==> config.mk <==
export PLATFORM = sky130hd
export DESIGN_NAME = qpsk_frame_tx
export DESIGN_NICKNAME = d
export VERILOG_FILES = /design/src/rtl/qpsk_pkg.sv /design/src/rtl/prbs7_gen.sv /design/src/rtl/qpsk_frame_tx.sv
export SDC_FILE = /design/constraint.sdc
export NUM_CORES = 1
export LEC_CHECK = 0
export CORE_ASPECT_RATIO = 1.2
export CORE_MARGIN = 2
export CORE_UTILIZATION = 35
export CTS_BUF_LIST = sky130_fd_sc_hd__clkbuf_4
export DETAILED_ROUTE_END_ITERATION = 7
export SYNTH_ARGS = -nofsm -noshare
export SYNTH_HDL_FRONTEND = slang
export SYNTH_SLANG_ARGS = --single-unit
==> constraint.sdc <==
create_clock -name clk -period 2.2 [get_ports clk]
set_input_delay 0.33 -clock clk [delete_from_list [all_inputs] [get_ports clk]]
set_output_delay 0.33 -clock clk [all_outputs]
set_load 0.005 [all_outputs]
==> src/rtl/qpsk_pkg.sv <==
// Shared definitions for the QPSK frame transmitter: FSM states, PRBS-7 taps
// and the elaboration-time QPSK amplitude.
package qpsk_pkg;

  typedef enum logic [1:0] {
    ST_IDLE     = 2'd0,
    ST_PREAMBLE = 2'd1,
    ST_PAYLOAD  = 2'd2,
    ST_GAP      = 2'd3
  } state_t;

  // x^7 + x^6 + 1, Fibonacci form: feedback bit = s[6] ^ s[5]
  localparam int PRBS_TAP_HI = 6;
  localparam int PRBS_TAP_LO = 5;

  // round(2^frac_bits / sqrt(2)) == round(sqrt(2^(2*frac_bits-1))), integer-only
  function automatic int amp(input int frac_bits);
    longint n;
    longint r;
    longint t;
    n = longint'(1) << (2 * frac_bits - 1);
    r = 0;
    for (int b = 30; b >= 0; b--) begin
      t = r | (longint'(1) << b);
      if (t * t <= n) r = t;
    end
    if (n - r * r > r) r = r + 1;
    return int'(r);
  endfunction

endpackage

==> src/rtl/prbs7_gen.sv <==
// PRBS-7 generator producing two sequence bits (one QPSK dibit) per advance.
module prbs7_gen
  import qpsk_pkg::*;
(
  input  logic       clk,
  input  logic       rst,
  input  logic       load,
  input  logic [6:0] seed,
  input  logic       advance,
  output logic [1:0] dibit
);

  logic [6:0] state_q, state_d;
  logic       b0, b1;

  // b1 is the bit the register would produce one shift after b0
  assign b0    = state_q[PRBS_TAP_HI] ^ state_q[PRBS_TAP_LO];
  assign b1    = state_q[PRBS_TAP_HI-1] ^ state_q[PRBS_TAP_LO-1];
  assign dibit = {b1, b0};

  always_comb begin
    state_d = state_q;
    if (load)         state_d = seed;
    else if (advance) state_d = {state_q[4:0], b0, b1};
  end

  always_ff @(posedge clk) begin
    if (rst) state_q <= seed;
    else     state_q <= state_d;
  end

endmodule

==> src/rtl/qpsk_frame_tx.sv <==
// Framed QPSK symbol source: preamble, PRBS-7 payload, idle gap, on a
// registered valid/ready stream with hold-on-backpressure.
module qpsk_frame_tx
  import qpsk_pkg::*;
#(
  parameter int         DATA_WIDTH   = 16,
  parameter int         FRAC_BITS    = 12,
  parameter int         PREAMBLE_LEN = 32,
  parameter int         PAYLOAD_LEN  = 256,
  parameter int         GAP_LEN      = 8,
  parameter logic [6:0] PRBS_SEED    = 7'h7F
) (
  input  logic                  clk,
  input  logic                  rst,
  input  logic                  enable,
  input  logic                  start,
  input  logic                  continuous,
  input  logic                  out_ready,
  output logic [DATA_WIDTH-1:0] data_out_real,
  output logic [DATA_WIDTH-1:0] data_out_imag,
  output logic                  data_out_valid,
  output logic                  frame_start,
  output logic                  frame_end,
  output logic                  busy,
  output logic [15:0]           frame_count
);

  localparam int CNT_MAX = (PREAMBLE_LEN > PAYLOAD_LEN) ? PREAMBLE_LEN : PAYLOAD_LEN;
  localparam int CNT_W   = (CNT_MAX > 1) ? $clog2(CNT_MAX) : 1;
  localparam int GAP_W   = (GAP_LEN > 1) ? $clog2(GAP_LEN) : 1;

  localparam logic [CNT_W-1:0] PRE_LAST = CNT_W'(PREAMBLE_LEN - 1);
  localparam logic [CNT_W-1:0] PAY_LAST = CNT_W'(PAYLOAD_LEN - 1);
  localparam logic [GAP_W-1:0] GAP_LAST = GAP_W'((GAP_LEN > 0) ? GAP_LEN - 1 : 0);

  localparam logic [DATA_WIDTH-1:0] AMP_POS = DATA_WIDTH'(amp(FRAC_BITS));
  localparam logic [DATA_WIDTH-1:0] AMP_NEG = -AMP_POS;

  state_t                state_q, state_d;
  logic [CNT_W-1:0]      sym_cnt_q, sym_cnt_d;
  logic [GAP_W-1:0]      gap_cnt_q, gap_cnt_d;
  logic [15:0]           frame_cnt_q, frame_cnt_d;
  logic                  valid_q, valid_d;
  logic [DATA_WIDTH-1:0] real_q, real_d;
  logic [DATA_WIDTH-1:0] imag_q, imag_d;
  logic                  fs_q, fs_d;
  logic                  fe_q, fe_d;

  logic       prbs_load, prbs_adv;
  logic [1:0] dibit;
  logic       accept, step, enter_pre, gap_done;

  prbs7_gen u_prbs (
    .clk    (clk),
    .rst    (rst),
    .load   (prbs_load),
    .seed   (PRBS_SEED),
    .advance(prbs_adv),
    .dibit  (dibit)
  );

  assign accept   = valid_q && out_ready;
  // A new symbol is produced once the presented one is gone (accepted now,
  // or accepted earlier while enable was low) and the block is enabled.
  assign step     = enable && (!valid_q || out_ready);
  assign gap_done = (GAP_LEN == 0) || (gap_cnt_q == GAP_LAST);

  // NOTE: every always_comb output gets a default first so no latch is inferred.
  always_comb begin
    state_d     = state_q;
    sym_cnt_d   = sym_cnt_q;
    gap_cnt_d   = gap_cnt_q;
    frame_cnt_d = frame_cnt_q;
    valid_d     = valid_q;
    real_d      = real_q;
    imag_d      = imag_q;
    fs_d        = fs_q;
    fe_d        = fe_q;
    prbs_load   = 1'b0;
    prbs_adv    = 1'b0;
    enter_pre   = 1'b0;

    case (state_q)
      ST_IDLE: enter_pre = start && enable;

      ST_PREAMBLE: begin
        if (step) begin
          valid_d = 1'b1;
          fs_d    = 1'b0;
          if (sym_cnt_q == PRE_LAST) begin
            state_d   = ST_PAYLOAD;
            sym_cnt_d = '0;
            prbs_adv  = 1'b1;
            real_d    = dibit[0] ? AMP_NEG : AMP_POS;
            imag_d    = dibit[1] ? AMP_NEG : AMP_POS;
            fe_d      = (PAY_LAST == '0);
          end else begin
            sym_cnt_d = sym_cnt_q + 1'b1;
            real_d    = sym_cnt_d[0] ? AMP_NEG : AMP_POS;
            imag_d    = real_d;
          end
        end else if (accept) begin
          valid_d = 1'b0;
          fs_d    = 1'b0;
          fe_d    = 1'b0;
        end
      end

      ST_PAYLOAD: begin
        if (step) begin
          if (sym_cnt_q == PAY_LAST) begin
            state_d     = ST_GAP;
            gap_cnt_d   = '0;
            valid_d     = 1'b0;
            fs_d        = 1'b0;
            fe_d        = 1'b0;
            frame_cnt_d = frame_cnt_q + 16'd1;
          end else begin
            valid_d   = 1'b1;
            sym_cnt_d = sym_cnt_q + 1'b1;
            prbs_adv  = 1'b1;
            real_d    = dibit[0] ? AMP_NEG : AMP_POS;
            imag_d    = dibit[1] ? AMP_NEG : AMP_POS;
            fe_d      = (sym_cnt_d == PAY_LAST);
          end
        end else if (accept) begin
          valid_d = 1'b0;
          fs_d    = 1'b0;
          fe_d    = 1'b0;
        end
      end

      ST_GAP: begin
        if (enable) begin
          if (gap_done) begin
            if (continuous) enter_pre = 1'b1;
            else            state_d   = ST_IDLE;
          end else begin
            gap_cnt_d = gap_cnt_q + 1'b1;
          end
        end
      end

      default: state_d = ST_IDLE;
    endcase

    // Every frame starts from the seed so payloads repeat frame to frame
    if (enter_pre) begin
      state_d   = ST_PREAMBLE;
      sym_cnt_d = '0;
      prbs_load = 1'b1;
      valid_d   = 1'b1;
      real_d    = AMP_POS;
      imag_d    = AMP_POS;
      fs_d      = 1'b1;
      fe_d      = 1'b0;
    end
  end

  // NOTE: registers use non-blocking assignments so all state updates together.
  always_ff @(posedge clk) begin
    if (rst) begin
      state_q     <= ST_IDLE;
      sym_cnt_q   <= '0;
      gap_cnt_q   <= '0;
      frame_cnt_q <= '0;
      valid_q     <= 1'b0;
      real_q      <= '0;
      imag_q      <= '0;
      fs_q        <= 1'b0;
      fe_q        <= 1'b0;
    end else begin
      state_q     <= state_d;
      sym_cnt_q   <= sym_cnt_d;
      gap_cnt_q   <= gap_cnt_d;
      frame_cnt_q <= frame_cnt_d;
      valid_q     <= valid_d;
      real_q      <= real_d;
      imag_q      <= imag_d;
      fs_q        <= fs_d;
      fe_q        <= fe_d;
    end
  end

  assign data_out_real  = real_q;
  assign data_out_imag  = imag_q;
  assign data_out_valid = valid_q;
  assign frame_start    = fs_q;
  assign frame_end      = fe_q;
  assign busy           = (state_q != ST_IDLE);
  assign frame_count    = frame_cnt_q;

endmodule

==> flow_summary.ini <==
[cells_and_area]
area_delta_synth_final_pct = 27.3
antenna_cells = 0
nets = 385
final.fill_count = 742
multi_input_area_um2 = 1460
seq_area_um2 = 881
drive_gt1_share_pct = 14.9

[detailed_routing]
highest_layer = met4
drtAntennaViolNets = 0
wl_per_cell_um = 13.5
wl_met3_um = 331
viasPerCell = 5.14
routed_wirelength_um = 6200
num_vias = 2361
wl_met1_um = 2670
dr.pass1.iters = 4
first_iter_violations = 80
drc = 0
wl_met2_um = 3040

[synthesis]
ys_warn_count = 0
yosysSeqAreaShare_pct = 34.2
synth.distinct_cells = 51
synthFlopType = dfxtp_1
synth_edf_count = 0
synthCells = 309
synth_area_um2 = 2580
ys_ff_latch = 44
async_flop_share_pct = 0
syn_avg_cell_area_um2 = 8.34

[sta]
rsz0062_at_grt = true
setup-tns-final_ns = 0
finalMaxSlewViolations = 0
hold_violations = 0
period_share_pct = 95.7
tightest_slew_ns = 0.575
fin_skew_ns = 0.00644
maxSlewHeadroom_pct = 61.6
setup_violations = 0
max_freq_mhz = 475
period_minus_slack_ns = 2.10

[clock_network]
post_cts_resized = 0
cts_tree = yes
cts_sinks = 44
cts_made_buffers = 5
clk_latency_ns = 0.36
postCtsSetupRepairBufs = 0
cts.clk_slew.worst_paths_ns = 0.13
hold_buffers = 0
cts_root_buf = clkbuf_4
clockBufferDepth = 2
htreeDepth = 2

[pwr]
leakage_nw = 1.19
peakVddDrop_uv = 376
powerDensity_nw_per_um2 = 716
finalPower_mw = 2.35

[global_routing]
grt_max_degree = 17
grt_pass1_wl_um = 10300
grt_pass1_vias = 2245
grt.total_usage_pct = 16.1
antenna_found_initial = 0
overflow = 0

[die]
core_area_um2 = 7190
placementRows = 34
initial_core_util_pct = 35.8
io_pins = 58
dieArea_um2 = 8070
die_w_um = 82.3
chipHeight_um = 98.0

[worst_setup_path]
start_kind = flip-flop
worst-setup-path-type = reg2reg
rr_worst_depth = 5
end_kind = flip-flop
cp_num_buf_inv = 0
cp_max_fo = 2
critical-path-top-delay-family = simple AND/OR/NAND/NOR gates
critPathRequiredTime_ns = 2.46
cpMaxStageDelayCell = or4b_4
max_stage_delay_ns = 0.57
cp.arrival_ns = 2.36
crit_chain = or4b_4, o41ai_4, nand2_1, a2111oi_2, mux2_2
crit_cells = 5

[worst_hold_path]
hold_path.class = reg2reg
hold-path-cell-count = 2

[run_status]
status = complete, no violations

[place]
gp_congestion = 0.934
hpwl_um = 4850
port_buffers = 49

[job]
max_cap_viol_count = 0
[sequential cells by signal, indices dropped and copies added, names as in the netlist]
| register | flops |
|---|---|
| sym_cnt_q | 8 |
| data_out_valid | 1 |
| frame_count | 16 |
| gap_cnt_q | 3 |
| u_prbs.state_q | 7 |
| state_q | 2 |
| data_out_imag | 2 |
| frame_end | 1 |
| frame_start | 1 |
| data_out_real | 3 |
[worst min-delay path: stages (launching register included)]
cell	delay, ns
dfxtp_1	0.36
mux2i_1	0.07
nand2_1	0.05
[stage by stage]
stage	instances	worst slack [ns]	util (%)	hold slack (ns)	area, µm²
floorplan	316	0.0274	-	0.441	2600
global placement	451	-0.0931	44.6	0.454	3210
detailed placement	451	-0.106	44.6	0.466	3210
CTS	459	0.0982	45.4	0.498	3260
global route	459	-0.0326	45.6	0.527	3280
finish	459	0.0953	45.6	0.497	3280
[area by class of cell]
cell class                      instances  share of cell area (%)
Clock buffer                            6                    1.37
Clock inverter                          2                   0.343
Timing Repair Buffer                   81                    22.3
Sequential cell                        44                    26.9
Inverter                               11                    1.26
Tap cell                               90                    3.43
Multi-Input combinational cell        225                    44.4
[cells by family after synthesis]
group	Yosys count	synth area share (%)
AND/OR/NAND/NOR	123	25.8
AO/OA/AOI/OAI	59	14.9
buffers and inverters	47	10.9
flip-flops	44	34.2
XOR/XNOR	13	4.42
adder cells (fa/ha/maj)	11	5.34
multiplexers	11	4.32
other	1	0.146
[routing by layer]
layer  track usage (%)  vias up
met5                 0        -
met4              6.28        0
met1              18.8     1094
met2              27.5       78
li1                  -     1175
met3              4.25       14
[worst paths after layout]
check                                  from                              to  slack (ns)
min reg2reg  u_prbs.state_q[1]$_SDFFE_PP1P_  u_prbs.state_q[1]$_SDFFE_PP1P_        0.50
min          u_prbs.state_q[1]$_SDFFE_PP1P_  u_prbs.state_q[1]$_SDFFE_PP1P_        0.50
max reg2reg       sym_cnt_q[5]$_SDFFE_PP0P_         state_q[1]$_SDFFE_PP0P_         0.1
max               sym_cnt_q[5]$_SDFFE_PP0P_         state_q[1]$_SDFFE_PP0P_         0.1
[where the power goes]
group          switching [mW]  internal [mW]  leakage [nW]
Combinational           0.480          0.541         0.802
Sequential             0.0631          0.862         0.356
Clock                   0.268          0.134        0.0293
[cells in the mapped netlist, types with 3 or more instances]
library cell	count	area share, %
and2_1	4	0.97
inv_1	11	1.6
clkbuf_1	6	0.87
ha_1	11	5.3
dfxtp_1	44	34
o21ai_0	17	3.3
o211ai_1	3	0.87
a21oi_1	19	3.7
nand2b_1	3	0.73
nor2_1	26	3.8
nor4b_1	3	1.0
mux2i_1	10	3.9
nand3_1	14	2.7
nor4_1	3	0.73
nand4_1	6	1.5
xnor2_1	4	1.4
buf_4	27	7.9
and3_1	5	1.2
or3_1	8	1.9
xor2_1	9	3.1
nor3_1	9	1.7
nand2_1	28	4.1
or2_2	4	0.97
[placed cells by master, fill, tap and decap left out, drive strengths merged, types with 11 or more instances in the layout]
| master | n |
|---|---|
| nor2 | 26 |
| nand2 | 28 |
| o21ai | 17 |
| inv | 11 |
| ha | 11 |
| a21oi | 19 |
| clkdlybuf4s50 | 49 |
| nand3 | 15 |
| dfxtp | 44 |
| buf | 32 |
No activity file was read; power rests on OpenSTA's default activity.
